File: src/rtl/sim_run_sequencer.sv
// Run sequencer for the emulator harness: holds the DUT in reset, counts run
// cycles, and ends each run on success, max-cycle timeout or watchdog hang.
module sim_run_sequencer #(
  parameter int RESET_DELAY = 10,
  parameter int CNT_W       = 64,
  parameter int WDOG_W      = 32
) (
  input  logic              clock,
  input  logic              reset,
  input  logic              start,
  input  logic              verbose,
  input  logic [CNT_W-1:0]  max_cycles,
  input  logic [WDOG_W-1:0] wdog_limit,
  input  logic              dut_success,
  input  logic              dut_progress,
  output logic              dut_reset,
  output logic              printf_cond,
  output logic              running,
  output logic              done,
  output logic [1:0]        status,
  output logic [CNT_W-1:0]  cycle_count,
  output logic              finish
);

  localparam int RST_W = (RESET_DELAY < 2) ? 1 : $clog2(RESET_DELAY + 1);

  typedef enum logic [1:0] {IDLE, RST, RUN, DONE} state_t;
  typedef enum logic [1:0] {ST_NONE, ST_PASS, ST_TIMEOUT, ST_HANG} status_t;

  state_t            state_q, state_d;
  logic              dutReset_q, dutReset_d;
  logic              running_q, running_d;
  logic              done_q, done_d;
  logic              finish_q, finish_d;
  status_t           status_q, status_d;
  logic [CNT_W-1:0]  cycleCount_q, cycleCount_d;
  logic [CNT_W-1:0]  maxLat_q, maxLat_d;
  logic [WDOG_W-1:0] wdogLim_q, wdogLim_d;
  logic [WDOG_W-1:0] wdogCnt_q, wdogCnt_d;
  logic [RST_W-1:0]  rstCnt_q, rstCnt_d;

  logic successHit, timeoutHit, hangHit;

  assign successHit = dut_success;
  assign timeoutHit = (cycleCount_q == maxLat_q);
  assign hangHit    = (wdogLim_q != '0) && (wdogCnt_q == wdogLim_q - WDOG_W'(1)) && !dut_progress;

  always_comb begin
    state_d      = state_q;
    dutReset_d   = dutReset_q;
    running_d    = running_q;
    done_d       = done_q;
    finish_d     = 1'b0;
    status_d     = status_q;
    cycleCount_d = cycleCount_q;
    maxLat_d     = maxLat_q;
    wdogLim_d    = wdogLim_q;
    wdogCnt_d    = wdogCnt_q;
    rstCnt_d     = rstCnt_q;

    case (state_q)
      IDLE, DONE: begin
        dutReset_d = 1'b1;
        running_d  = 1'b0;
        if (start) begin
          maxLat_d     = max_cycles;
          wdogLim_d    = wdog_limit;
          cycleCount_d = '0;
          status_d     = ST_NONE;
          rstCnt_d     = '0;
          wdogCnt_d    = '0;
          done_d       = 1'b0;
          state_d      = RST;
        end
      end
      RST: begin
        rstCnt_d = rstCnt_q + RST_W'(1);
        if (rstCnt_q == RST_W'(RESET_DELAY - 1)) begin
          state_d      = RUN;
          dutReset_d   = 1'b0;
          running_d    = 1'b1;
          cycleCount_d = '0;
          wdogCnt_d    = '0;
        end
      end
      RUN: begin
        wdogCnt_d = dut_progress ? '0 : wdogCnt_q + WDOG_W'(1);
        // Exit priority is success, then timeout, then hang; the count freezes on exit.
        if (successHit || timeoutHit || hangHit) begin
          state_d    = DONE;
          dutReset_d = 1'b1;
          running_d  = 1'b0;
          done_d     = 1'b1;
          finish_d   = 1'b1;
          if (successHit)      status_d = ST_PASS;
          else if (timeoutHit) status_d = ST_TIMEOUT;
          else                 status_d = ST_HANG;
        end else begin
          cycleCount_d = cycleCount_q + CNT_W'(1);
        end
      end
      default: state_d = IDLE;
    endcase
  end

  always_ff @(posedge clock) begin
    if (reset) begin
      state_q      <= IDLE;
      dutReset_q   <= 1'b1;
      running_q    <= 1'b0;
      done_q       <= 1'b0;
      finish_q     <= 1'b0;
      status_q     <= ST_NONE;
      cycleCount_q <= '0;
      maxLat_q     <= '0;
      wdogLim_q    <= '0;
      wdogCnt_q    <= '0;
      rstCnt_q     <= '0;
    end else begin
      state_q      <= state_d;
      dutReset_q   <= dutReset_d;
      running_q    <= running_d;
      done_q       <= done_d;
      finish_q     <= finish_d;
      status_q     <= status_d;
      cycleCount_q <= cycleCount_d;
      maxLat_q     <= maxLat_d;
      wdogLim_q    <= wdogLim_d;
      wdogCnt_q    <= wdogCnt_d;
      rstCnt_q     <= rstCnt_d;
    end
  end

  assign dut_reset   = dutReset_q;
  assign printf_cond = verbose && !dutReset_q;
  assign running     = running_q;
  assign done        = done_q;
  assign finish      = finish_q;
  assign status      = status_q;
  assign cycle_count = cycleCount_q;

endmodule
File: config.mk
export PLATFORM = sky130hd
export DESIGN_NAME = sim_run_sequencer
export DESIGN_NICKNAME = d
export VERILOG_FILES = /design/src/rtl/sim_run_sequencer.sv
export SDC_FILE = /design/constraint.sdc
export NUM_CORES = 1
export LEC_CHECK = 0
export ABC_AREA = 1
export CAP_MARGIN = 40
export CELL_PAD_IN_SITES_DETAIL_PLACEMENT = 2
export CELL_PAD_IN_SITES_GLOBAL_PLACEMENT = 2
export CORE_MARGIN = 1
export CORE_UTILIZATION = 31
export CTS_CLUSTER_SIZE = 30
export DETAILED_ROUTE_END_ITERATION = 6
export PLACE_DENSITY_LB_ADDON = 0.25
export REMOVE_ABC_BUFFERS = 1
export SETUP_SLACK_MARGIN = 0.02
export SLEW_MARGIN = 30
export SYNTH_ARGS = -nofsm -noshare
export SYNTH_HDL_FRONTEND = slang
export SYNTH_SLANG_ARGS = --single-unit
File: constraint.sdc
create_clock -name clock -period 3 [get_ports clock]
set_input_delay 0.45 -clock clock [delete_from_list [all_inputs] [get_ports clock]]
set_output_delay 0.45 -clock clock [all_outputs]
set_load 0.01 [all_outputs]
## Word-level counts from Yosys, hierarchy flattened

Cells that the tools add are included.

| storage, ports and cells | value |
|---|---|
| bits in registers | 204 |
| input bits | 102 |
| output and inout port bits | 71 |
| logic and storage cells | 74 |

| operators by class | value |
|---|---|
| $add $sub $neg | 4 |
| equal/unequal tests | 10 |
| muxes and demuxes | 28 |
| bitwise operators | 1 |
| reduce and logical (&&, ||, !) cells | 20 |

Operators by type and width:

| cell | count |
|---|---|
| $mux W64 | 3 |
| $pmux W64 S3 | 1 |
| $mux W32 | 3 |
| $pmux W32 S3 | 1 |
| $add A64 B1 Y64 const B | 1 |
| $eq A64 B64 Y1 | 1 |
| $add A32 B1 Y32 const B | 1 |
| $eq A32 B32 Y1 | 1 |
| $reduce_bool A32 Y1 | 1 |
| $sub A32 B1 Y32 const B | 1 |
| $mux W2 | 6 |
| $reduce_and A3 Y1 | 3 |
| $ne A2 B2 Y1 const B | 4 |
| $pmux W4 S2 | 1 |
| $reduce_and A2 Y1 | 4 |
| $mux W1 | 7 |
| $pmux W1 S3 | 2 |
| $pmux W2 S3 | 1 |
| $add A4 B1 Y4 const B | 1 |
| $eq A2 B2 Y1 const B | 2 |
| $eq A4 B4 Y1 const B | 1 |
| $mux W4 | 1 |
| $pmux W2 S2 | 1 |
| $reduce_bool A2 Y1 | 2 |
| other kinds (8) | 13 |

## Depth between registers and ports, before layout

| logic depth | value |
|---|---|
| depth in word-level cells | 7 |
| depth in mapped cells | 21 |
| gate-level depth less buffers | 20 |

## Worst setup path before layout

No wires, ideal clock.

| timing path | value |
|---|---|
| path kind | flip-flop to flip-flop |
| from | register wdogLim_q[0] |
| to | register cycleCount_q[16], in the netlist cycle_count[16] |
| arrival | 2.124 ns |
| required time | 2.857 ns |
| slack | 0.733 ns |
| cell stages (with the launch flop) | 20 |
| clock period less this slack | 2.267 ns |
| cells stage by stage | dfxtp_1 > inv_1 > ha_1 > nand2_4 > nor2_8 > nand2_2 > nor2_1 > nor2_1 > nor2_1 > nand2_1 > nor2_1 > nand2_1 > nor2_1 > nand3_2 > nand2_4 > nand2_4 > buf_6 > buf_6 > nand3_1 > a21oi_2 |

| on the way | value |
|---|---|
| cells in the longest elaborated chain, start to end | 7 |

RTL lines:

| what | RTL line | RTL |
|---|---|---|
| start, declared | 38 | `logic [WDOG_W-1:0] wdogLim_q, wdogLim_d;` |
| start signal, assigned | 128 | `wdogLim_q <= wdogLim_d;` |
| $sub A32 B1 Y32 | 46 | `assign hangHit = (wdogLim_q != '0) && (wdogCnt_q == wdogLim_q - WDOG_W'(1)) && !dut_progress;` |
| $eq A32 B32 Y1 | 46 |  |
| $logic_and A1 B1 Y1 (*) (2 in series) | 46 |  |
| $logic_or A1 B1 Y1 (*) | 89 | `if (successHit \|\| timeoutHit \|\| hangHit) begin` |
| $ne A2 B2 Y1 (no line) (*) | - |  |
| $reduce_and A3 Y1 (no line) (*) | - |  |
| end signal, assigned | 126 | `cycleCount_q <= cycleCount_d;` |
| end, declared | 36 | `logic [CNT_W-1:0] cycleCount_q, cycleCount_d;` |

Every way passes the cells marked *; elsewhere a longest branch is shown, timed or not.
A chain may end at the register's enable or synchronous reset.

## Worst setup path after layout

| timing path | value |
|---|---|
| from | register cycleCount_q[14], in the netlist cycle_count[14] |
| to | register cycleCount_q[1], in the netlist cycle_count[1] |

| on the way | value |
|---|---|
| cells in the longest elaborated chain, start to end | 5 |

RTL lines:

| what | RTL line | RTL |
|---|---|---|
| $eq A64 B64 Y1 | 45 | `assign timeoutHit = (cycleCount_q == maxLat_q);` |
| $logic_or A1 B1 Y1 (2 in series) | 89 |  |
| $ne A2 B2 Y1 (no line) | - |  |
| $reduce_and A3 Y1 (no line) | - |  |

No other way between the ends.

==> results by group <==
Global routing
  • Wire length of the first global-routing pass: 82000 µm
  • Grt total ovfl: 0
  • Via count of the first global-routing pass: around 15000
  • GRT Total Usage: 24.9%
  • Maximum number of pins on one net before global-route repair: roughly 100
  • Initial antenna violation count: 0

Pwr
  • Clock network power share: about 26%
  • Seq pwr share: 30.4%
  • Internal Dissipation: 6.91 mW
  • Net switching share of the total power: between 40% and 50%
  • Fraction of power consumed by combinational cells: 44.1%
  • Net switching power figure: 5.51 mW
  • Pleak: 6.03 nW
  • IR drop worst, VDD: 0.414 mV
  • P per Cell Area: 766 nW/µm²

Routing
  • Routed length per placed instance: 19.7 µm
  • Remaining number of nets flagged by the antenna check after routing: 0
  • Number of vias in the routed layout: 13500
  • Iteration-0 DRC count of the detailed router: 471
  • Final wirelength: between 50000 and 60000 µm
  • Via-to-Cell Ratio: 5.08
  • First-pass iteration count of the detailed router: 4
  • DRC errors left: 0

Yosys
  • Fraction of synthesized cell area taken by the top area cell type: 31.9%
  • FFs w/ async S/R, synth: 0%
  • Combinational family with the most area after synthesis: simple AND/OR/NAND/NOR gates
  • Cell types with the largest area share after synthesis: dfxtp_1 (32%), nor2_1 (11%), nand2_1 (8.6%)
  • Basic-gate share of the synthesized area counting and, or, nand and nor cells: 35.8%
  • Dominant register cell in the synthesized netlist: dfxtp_1
  • Arithmetic-cell share of the synthesized area counting full adders, half adders and majority gates: less than 1%
  • Count of different cell masters after synthesis: 46
  • Post-synth EDFFs: 0
  • Multiplexer share of the synthesized area: 0%
  • Sequential share of the synthesized area: 31.9%
  • Warning count from the yosys run: 0
  • Post-synth top area cell: dfxtp_1
  • Synthesized cell area: 12800 µm²
  • Synth Instances: 1919
  • Compound-cell area share of the yosys netlist: between 10% and 20%
  • Average footprint of a synthesized cell: 6.68 µm²
  • Parity-gate share of the synthesized area counting xor and xnor cells: 9.06%
  • Register bit count reported by yosys: 204

Cells and area
  • Final non-filler cell area: ~16000 µm²
  • Fraction of layout cells with a size suffix above 1: 12.5%
  • Antenna diode instance count: 0
  • Number of nets in the finished design: 2213
  • Fill cells: 4907
  • Area grow syn2layout: 26.5%

Worst hold path
  • Hold path startpoint: reset
  • Hold EP: cycle_count[18]$_SDFFE_PP0P_
  • WHS Path Cells: 2
  • Worst min-delay path category: primary input to register

Placed design
  • Gpl congestion: 0.918
  • Instance area after placement: between 15000 and 20000 µm²
  • Placement-stage worst setup slack: -0.0913 ns
  • Count of buffers from port buffering: 172
  • HPWL after detailed placement: 40400 µm

Worst setup path
  • Arrival time of data at the critical path endpoint: approximately 3.3 ns
  • R2r startpoint: cycle_count[14]$_SDFFE_PP0P_
  • Crit start category: register
  • Category of the most critical setup path: register to register
  • Cells on worst reg2reg path: 15
  • Terminus of the critical flop-to-flop path: cycle_count[1]$_SDFFE_PP0P_
  • Endpoint kind of the worst setup timing path: register
  • Worst reg-to-reg setup slack: 0.23 ns
  • CP Max Fanout: 25
  • Data required time of the worst path: 3.49 ns

Outcome
  • Run status: finished, final reports clean

Timing
  • Transition time at the pin with the least slew margin: 0.671 ns
  • Crit path time final: about 2.8 ns
  • Max-slew headroom at the worst pin: 55.3%
  • Achievable clock frequency: 0.361 GHz
  • Final worst clock skew: between 0.015 and 0.02 ns
  • Worst-case setup margin in the final layout: 0.233 ns
  • Setup violations, final: 0
  • Max Slew Vio Count: 0
  • RSZ-0062 raised after global routing: yes
  • Post-route clock period utilization: between 90% and 100%
  • Final Hold Violating Endpoints: 0

Flow run
  • Number of maximum-capacitance constraint violations: 0

Floorplan
  • Initial Util: 31.4%
  • Placeable Area: 40800 µm²
  • Overall die height: 205 µm
  • Chip Width: 205 µm
  • IO Pins: 173
  • Site Rows: 74
  • Die area: 42200 µm²

CTS
  • Number of hold-repair buffers added at the cts stage: 0
  • Root Buffer: clkbuf_16
  • Number of buffers created by CTS: 27
  • Insertion delay to the later sink of the worst-skew pair: 0.56 ns
  • Number of sinks handled by clock tree synthesis: 204
  • Number of cells upsized or downsized after cts: 0
  • Clock transition at the register clock pins on the worst setup and hold paths after CTS: 0.06 ns
  • CTS tree: built
  • Setup fix buffers added after clock tree synthesis: 0
  • CTS H-tree lvls: 1
  • Deepest clock path buffer count: 3
==> worst max-delay path, stage by stage, from the launching register on <==
cell and delay [ns]:
dfxtp_1 0.44, inv_1 0.11, nand2_1 0.07, nand4_1 0.15, nor3_1 0.32, nand3_1 0.21, nor2_1 0.29, nand2_1 0.09
nor2_1 0.17, nor2_1 0.11, nand2_4 0.10, nand2_4 0.08, nand2_8 0.10, buf_16 0.20, nand2_1 0.09, a21oi_1 0.13
==> power by group through the flow <==
stage / registers, mW / clock network (mW) / logic (mW)
detailed placement: 3.83 / 0 / 5.43
floorplan: 3.66 / 0 / 3.36
finish: 3.77 / 3.17 / 5.47
CTS: 3.78 / 3.27 / 5.49
global placement: 3.79 / 0 / 5.20
global route: 3.85 / 3.39 / 6.05
==> metrics by stage <==
stage	power (mW)	setup TNS (ns)	hold WS, ns	std cells	utilization [%]
final	12.4	0	0.244	2652	39.7
after global routing	13.3	0	0.241	2652	39.7
after CTS	12.5	0	0.223	2652	39.6
after detailed placement	9.26	-2.34	0.458	2605	37.5
after global placement	9.00	-0.0102	0.447	2605	37.5
after floorplan	7.02	-165.78	0.437	1831	-
==> sequential cells by signal, indices dropped and copies added, names as in the netlist <==
signal and cells:
cycle_count 64, maxLat_q 64, wdogCnt_q 32, wdogLim_q 32
rstCnt_q 4, state_q 2, status 2, done 1
dut_reset 1, finish 1, running 1
==> worst max-delay path by stage <==
stage          slack (ns)                          end  cells after the start                    startpoint
4_1_cts              0.06  cycle_count[1]$_SDFFE_PP0P_                     19     wdogLim_q[1]$_SDFFE_PP0P_
2_1_floorplan       -1.73     maxLat_q[0]$_SDFFE_PP0P_                      6       state_q[0]$_SDFFE_PP0P_
5_1_grt             0.006   wdogCnt_q[23]$_SDFFE_PP0P_                     13       state_q[0]$_SDFFE_PP0P_
3_3_place_gp       -0.005            done$_SDFFE_PP0P_                     15                  dut_progress
3_5_place_dp        -0.09  cycle_count[1]$_SDFFE_PP0P_                     17                  dut_progress
6_report             0.23  cycle_count[1]$_SDFFE_PP0P_                     15  cycle_count[14]$_SDFFE_PP0P_
==> synthesized netlist by cell type, types with 2 or more instances <==
cell type    n
nor2_4       5
o21ai_1      6
buf_12       6
nor2_1     375
dfxtp_1    204
a211oi_1     2
nor4_1      12
nor2_2       8
nand3b_1    11
clkbuf_1    57
nand3_1    123
nand4_1     51
nor4b_1      2
a31oi_1      5
o21a_1       2
or2_2        2
nand2_2     68
a21oi_1     87
buf_6        7
nor3_1      54
o21bai_1     3
xor2_1     113
inv_2        2
nor3b_1      4
xnor2_1     17
nor2_8       2
inv_1      182
nand2_4      3
a21oi_2     59
clkinv_1     3
o21ai_0    113
and3_1       2
buf_2       11
ha_1         9
buf_1        6
nand2_1    293
==> cells by family (layout without fill, tap and decap cells) <==
kind of cell               after synthesis  in the layout
AOI/OAI and AO/OA                      281            281
xor gates and xnor gates               131            131
adders and majority gates                9              9
buffers and inverters                  275            476
DFF                                    204            204
and+or+nand+nor                       1019           1019
==> per-layer routing <==
layer / up-vias / global-route usage, % / part of all wire (%) / wire length [µm]
met5: - / 0 / 0 / 0
met4: 0 / 8.44 / 3.7 / 1930
met3: 88 / 2.58 / 2.4 / 1250
met2: 195 / 47.2 / 52 / 27300
met1: 6649 / 28.8 / 42 / 21800
li1: 6537 / - / - / -
==> layout make-up <==
cell class,instances,area (µm²),area share (%)
inverter,187,702,4.33
clock buffer,41,758,4.68
tap,532,666,4.10
multi-input combinational,1440,7580,46.7
clock inverter,6,83.8,0.517
sequential,204,4080,25.2
timing repair buffer,242,2350,14.5
==> layout by cell type, fill, tap and decap left out, types with 7 or more instances in the layout <==
| cell | synthesis | routed |
|---|---|---|
| a21oi_1 | 87 | 87 |
| a21oi_2 | 59 | 59 |
| buf_4 | 0 | 64 |
| clkbuf_1 | 57 | 11 |
| clkbuf_16 | 0 | 27 |
| clkdlybuf4s50_1 | 0 | 171 |
| dfxtp_1 | 204 | 204 |
| ha_1 | 9 | 8 |
| inv_1 | 182 | 181 |
| nand2_1 | 293 | 291 |
| nand2_2 | 68 | 69 |
| nand3_1 | 123 | 123 |
| nand3b_1 | 11 | 11 |
| nand4_1 | 51 | 51 |
| nor2_1 | 375 | 373 |
| nor2_2 | 8 | 8 |
| nor2_4 | 5 | 7 |
| nor3_1 | 54 | 54 |
| nor4_1 | 12 | 12 |
| o21ai_0 | 113 | 113 |
| xnor2_1 | 17 | 17 |
| xor2_1 | 113 | 113 |
(Power assumes the default switching activity.)
